**src/rtl/ball_motion.sv**
```systemverilog
// rtl/ball_motion.sv - frame-paced ball position/velocity engine with paddle, wall and loss handling
module ball_motion #(
  parameter int X_MIN = 0,
  parameter int X_MAX = 639,
  parameter int Y_MIN = 0,
  parameter int Y_MAX = 479,
  parameter int SIZE  = 4,
  parameter int STEP  = 2
) (
  input  logic       Clk,
  input  logic       Reset,
  input  logic       frame_clk,
  input  logic       launch,
  input  logic [9:0] BarX,
  input  logic [9:0] BarY,
  input  logic [9:0] Bar_Sizex,
  input  logic [9:0] Bar_Sizey,
  output logic [9:0] BallX,
  output logic [9:0] BallY,
  output logic [9:0] Ball_size,
  output logic       ball_lost
);

  typedef enum logic [1:0] {IDLE, MOVE, LOST} state_t;

  localparam logic signed [10:0] STEP11 = 11'(STEP);
  localparam logic signed [10:0] SIZE11 = 11'(SIZE);
  localparam logic signed [11:0] SIZE12 = 12'(SIZE);
  localparam logic signed [11:0] X_MIN12 = 12'(X_MIN);
  localparam logic signed [11:0] X_MAX12 = 12'(X_MAX);
  localparam logic signed [11:0] Y_MIN12 = 12'(Y_MIN);
  localparam logic signed [11:0] Y_MAX12 = 12'(Y_MAX);

  state_t state_q, state_d;
  logic sync1_q, sync1_d, sync2_q, sync2_d, sync3_q, sync3_d;
  logic armed_q, armed_d, lost_q, lost_d;
  logic [1:0] fill_q, fill_d;
  logic signed [10:0] px_q, px_d, py_q, py_d, vx_q, vx_d, vy_q, vy_d;
  logic signed [10:0] vx_n, vy_n;

  logic tick, hit;
  logic signed [11:0] px12, py12, barx12, bary12, bsx12, bsy12, dx, adx;

  // Ticks only count once the synchronizer holds a genuine low sample taken after reset.
  assign tick = armed_q & sync2_q & ~sync3_q;

  assign px12   = {px_q[10], px_q};
  assign py12   = {py_q[10], py_q};
  assign barx12 = {2'b00, BarX};
  assign bary12 = {2'b00, BarY};
  assign bsx12  = {2'b00, Bar_Sizex};
  assign bsy12  = {2'b00, Bar_Sizey};
  assign dx     = px12 - barx12;
  assign adx    = dx[11] ? -dx : dx;

  assign hit = (vy_q > 11'sd0) && (py12 + SIZE12 >= bary12 - bsy12) &&
               (py12 <= bary12) && (adx <= bsx12 + SIZE12);

  always_comb begin
    sync1_d = frame_clk;
    sync2_d = sync1_q;
    sync3_d = sync2_q;
    fill_d  = (fill_q == 2'd2) ? fill_q : fill_q + 2'd1;
    armed_d = armed_q | ((fill_q == 2'd2) & ~sync2_q);
    state_d = state_q;
    px_d    = px_q;
    py_d    = py_q;
    vx_d    = vx_q;
    vy_d    = vy_q;
    lost_d  = lost_q;
    vx_n    = vx_q;
    vy_n    = vy_q;
    if (tick) begin
      case (state_q)
        IDLE: begin
          px_d = {1'b0, BarX};
          py_d = {1'b0, BarY} - {1'b0, Bar_Sizey} - SIZE11 - 11'sd1;
          vx_d = 11'sd0;
          vy_d = 11'sd0;
          if (launch) begin
            state_d = MOVE;
            vx_d    = STEP11;
            vy_d    = -STEP11;
          end
        end
        MOVE: begin
          if (hit) begin
            vy_n = -STEP11;
            vx_n = dx[11] ? -STEP11 : STEP11;
          end else if (py12 + SIZE12 >= Y_MAX12) begin
            state_d = LOST;
            lost_d  = 1'b1;
          end else begin
            if ((px12 - SIZE12 <= X_MIN12) && (vx_q < 11'sd0)) vx_n = STEP11;
            else if ((px12 + SIZE12 >= X_MAX12) && (vx_q > 11'sd0)) vx_n = -STEP11;
            if ((py12 - SIZE12 <= Y_MIN12) && (vy_q < 11'sd0)) vy_n = STEP11;
          end
          if (state_d == MOVE) begin
            vx_d = vx_n;
            vy_d = vy_n;
            px_d = px_q + vx_n;
            py_d = py_q + vy_n;
          end
        end
        LOST: begin
          if (launch) begin
            state_d = IDLE;
            lost_d  = 1'b0;
          end
        end
        default: state_d = IDLE;
      endcase
    end
  end

  always_ff @(posedge Clk or negedge Reset) begin
    if (!Reset) begin
      state_q <= IDLE;
      sync1_q <= 1'b0;
      sync2_q <= 1'b0;
      sync3_q <= 1'b0;
      fill_q  <= 2'd0;
      armed_q <= 1'b0;
      px_q    <= 11'sd320;
      py_q    <= 11'sd400;
      vx_q    <= 11'sd0;
      vy_q    <= 11'sd0;
      lost_q  <= 1'b0;
    end else begin
      state_q <= state_d;
      sync1_q <= sync1_d;
      sync2_q <= sync2_d;
      sync3_q <= sync3_d;
      fill_q  <= fill_d;
      armed_q <= armed_d;
      px_q    <= px_d;
      py_q    <= py_d;
      vx_q    <= vx_d;
      vy_q    <= vy_d;
      lost_q  <= lost_d;
    end
  end

  assign BallX     = px_q[9:0];
  assign BallY     = py_q[9:0];
  assign Ball_size = 10'(SIZE);
  assign ball_lost = lost_q;

endmodule

```
**config.mk**
```make
export PLATFORM = sky130hd
export DESIGN_NAME = ball_motion
export DESIGN_NICKNAME = d
export VERILOG_FILES = /design/src/rtl/ball_motion.sv
export SDC_FILE = /design/constraint.sdc
export NUM_CORES = 1
export LEC_CHECK = 0
export CAP_MARGIN = 40
export CORE_ASPECT_RATIO = 1.5
export CORE_MARGIN = 2
export CORE_UTILIZATION = 58
export CTS_CLUSTER_SIZE = 25
export DETAILED_ROUTE_END_ITERATION = 8
export GPL_TIMING_DRIVEN = 0
export PLACE_DENSITY_LB_ADDON = 0.08
export SLEW_MARGIN = 10
export SYNTH_ARGS = -nofsm -noshare
export SYNTH_HDL_FRONTEND = slang
export SYNTH_SLANG_ARGS = --single-unit
```
**constraint.sdc**
```tcl
create_clock -name Clk -period 8.26 [get_ports Clk]
set_input_delay 1.239 -clock Clk [delete_from_list [all_inputs] [get_ports Clk]]
set_output_delay 1.239 -clock Clk [all_outputs]
set_load 0.03 [all_outputs]
```
==> metrics.md <==
| Metric | Value |
|---|---|
| All-Layer GR Usage | 30.1% |
| DRT Pass-1 Iters | 5 |
| Async S/R FF share, synth | 100% |
| DP HPWL | 14,000 um |
| Clock slew at the register clock pins of the worst setup and hold paths | 0.08 ns |
| Fillers | approximately 900 |
| Pre-CTS setup slack | -0.557 ns |
| Worst-case reg-to-reg path depth | 29 |
| Post-Route WL | 17,200 um |
| # DRC | 0 |
| Hold Path Depth | 0 |
| Port-buffer cells | 64 |
| Most instantiated cells after synthesis | 98 x ha_1, 85 x inv_1, 68 x a21oi_1, 67 x nor2_1, 56 x nand2_1 |
| Max Slew Vio Count | 0 |
| Vias in the first global route | about 6,200 |
| Crit Path Category | primary input to flip-flop |
| Root Buffer | clkbuf_16 |
| Clk_skew | 0.0111 ns |
| Diode count | 0 |
| Row count | 46 |
| CTS Sinks | 53 |
| Min cycle time layout | just under 8 ns |
| Ys flop type | dfrtp_1 |
| Final hold vios | 0 |
| Flops & latches, synth | 53 |
| Hold endpoint | sync2_q$_DFF_PN0_ |
| Largest net degree at the start of global routing | 33 |
| Final period util | 94.2% |
| Crit path DAT | 7.97 ns |
| Post-layout util | a little over two thirds |
| # IOs | 75 |
| Area Overhead vs Synth | 17.3% |
| CP most frequent cell | a21oi_1 |
| GRT overflow | 0 |
| Crit path max-delay cell type | clkdlybuf4s50_1 |
| DR vias/cell | 5.90 |
| Crit end category | flip-flop |
| Status | completed |
| Vias | 6,019 |
| Hold_ws | 0.359 ns |
| Final nets | 1,023 |
| HP Class | flip-flop to flip-flop |
| Worst reg-to-reg setup slack | about 1.4 ns |
| DRT iter0 DRCs | 250 |
| Max-cap violations | 0 |
| Main area contributors after synthesis | ha_1 19%, dfrtp_1 19%, a21oi_1 5.4% |
| Final WS setup | 0.476 ns |
| Initial antenna violation count | 0 |
| CP Max Fanout | 8 |
| CTS tree | done |
| Final ANT Viol Nets | 0 |
| Area of the mapped netlist | 6340 um2 |
| Required time of the critical path | around 8.4 ns |
| Final Wtd Congestion | 0.902 |
| Die Area | approximately 12,000 um2 |
| H-tree levels | 2 |
| CTS buffer count | 5 |
| Clock Tree Buf Depth | 2 |
| Worst R2R End | px_q[10]$_DFFE_PN0P_ |
| Core area | 10,600 um2 |
| Critical R2R Launch | px_q[0]$_DFFE_PN0P_ |
| Cell count after synthesis | 791 |
| Hold Path Origin | sync1_q$_DFF_PN0_ |
| Sequential share of the synthesized area | a little over a fifth |
| Yosys cell types | 67 |
| Synth warnings | 0 |
| Wire length per cell | 16.9 um |
| Die H | approximately 130 um |
| Cell taking the most area after synthesis | ha_1 |
| Startpoint types | primary input |
| Setup-failing EPs final | 0 |
| Clk Latency, worst-skew pair | 0.30 ns |
| Count leader, synth | ha_1 |
| First-pass GRT wire length | 28,100 um |
| Syn Area/Cell | 8.01 um2 |
| Slew headroom | 56.3% |
| Initial Util | around 60% |
| Synth top area share | 19.3% |
| Number of synthesized flops with an enable pin | 0 |
| Proportion of layout cells with a drive suffix above 1 | 8.79% |
| Slew @ Worst Pin | 0.656 ns |
| Die Wd | 89.4 um |
| Worst path max stage delay | 0.52 ns |
| Fmax achieved | between 100 and 150 MHz |
cell usage in the layout, fill, tap and decap left out, types with 4 or more instances in the layout:
cell type,Yosys,layout
o21a_1,8,8
nand2b_1,8,8
or2_2,4,4
o21ai_0,49,48
a22o_1,9,9
nor2_1,67,66
nand2_1,56,56
clkbuf_1,13,12
nor4_1,7,7
or3_1,4,4
o21ai_1,22,22
fa_1,6,6
xor2_1,19,19
conb_1,2,10
clkdlybuf4s50_1,0,63
inv_1,85,85
buf_4,31,35
buf_2,3,4
dfstp_2,5,5
nand4_1,7,7
nand3_1,19,19
nor3_1,5,5
dfrtp_1,48,48
o21bai_1,4,4
ha_1,98,98
and2_1,6,5
nor2b_1,10,10
a21oi_1,68,68
a31oi_1,8,8
xnor2_1,37,36
a211oi_1,4,4
a21o_1,25,25
clkbuf_16,0,5
sequential cells by signal, indices dropped and copies added, names as in the netlist:
name,flops
armed_q,1
ball_lost,1
fill_q,2
px_q,11
py_q,11
state_q,2
sync1_q,1
sync2_q,1
sync3_q,1
vx_q,11
vy_q,11
worst max path at each step:
stage / start / end / slack [ns] / cells past startpoint
2_1_floorplan: Bar_Sizey[1] / px_q[10]$_DFFE_PN0P_ / 1.27 / 29
3_3_place_gp: BarX[1] / px_q[10]$_DFFE_PN0P_ / -0.40 / 34
3_5_place_dp: BarX[1] / px_q[10]$_DFFE_PN0P_ / -0.56 / 34
4_1_cts: BarY[2] / px_q[10]$_DFFE_PN0P_ / 0.04 / 29
5_1_grt: BarX[1] / px_q[10]$_DFFE_PN0P_ / -0.009 / 33
6_report: BarX[1] / px_q[10]$_DFFE_PN0P_ / 0.48 / 33
worst max-delay path, delay by kind of cell:
kind | cells | cell delay (ns)
fa+ha+maj | 4 | 1.19
buf+inv | 2 | 0.60
simple gates | 8 | 1.14
compound gates | 18 | 3.62
xor+xnor | 1 | 0.18
routing by layer:
metal	vias up	GRT usage, %	wire length, um
met1	2862	30.8	6140
met4	0	16.7	917
met2	197	56.0	9390
met3	63	3.57	791
met5	-	0	0
li1	2897	-	-
what timing repair did:
item	4_1_cts	5_1_grt
pin swaps	0	1
setup endpoints to repair	2	7
hold buffers	0	0
resized for setup	3	6
buffers inserted	0	4
layout make-up:
class	count	area (um2)	area share (%)
multi-input combinational	612	4440	59.7
inverter	85	319	4.29
buffer	48	315	4.24
clock buffer	5	125	1.68
sequential	53	1330	17.9
timing repair buffer	70	693	9.33
clock inverter	3	26.3	0.354
tap	144	180	2.42
per-stage QoR:
| stage | cell area, um2 | TNS (ns) | std cells |
|---|---|---|---|
| 3_3_place_gp | 7190 | -0.670 | 1007 |
| 4_1_cts | 7380 | 0 | 1016 |
| 5_1_grt | 7430 | -0.00853 | 1020 |
| 3_5_place_dp | 7200 | -1.30 | 1008 |
| 2_1_floorplan | 6370 | 0 | 799 |
| 6_report | 7430 | 0 | 1020 |
kinds of logic (layout without fill, tap and decap cells):
group / count (synthesis) / count (layout) / synth area share, %
AO/OA/AOI/OAI: 238 / 238 / 24.4
other: 2 / 10 / 0.119
flip-flops: 53 / 53 / 21.0
AND/OR/NAND/NOR: 204 / 204 / 15.4
XOR/XNOR: 56 / 56 / 7.74
adder cells (fa/ha/maj): 104 / 104 / 21.2
buffers and inverters: 134 / 211 / 10.1
Power is left out: the tool's default activity adds up to more than one toggle a clock period on the data nets, which glitch-free logic cannot reach.
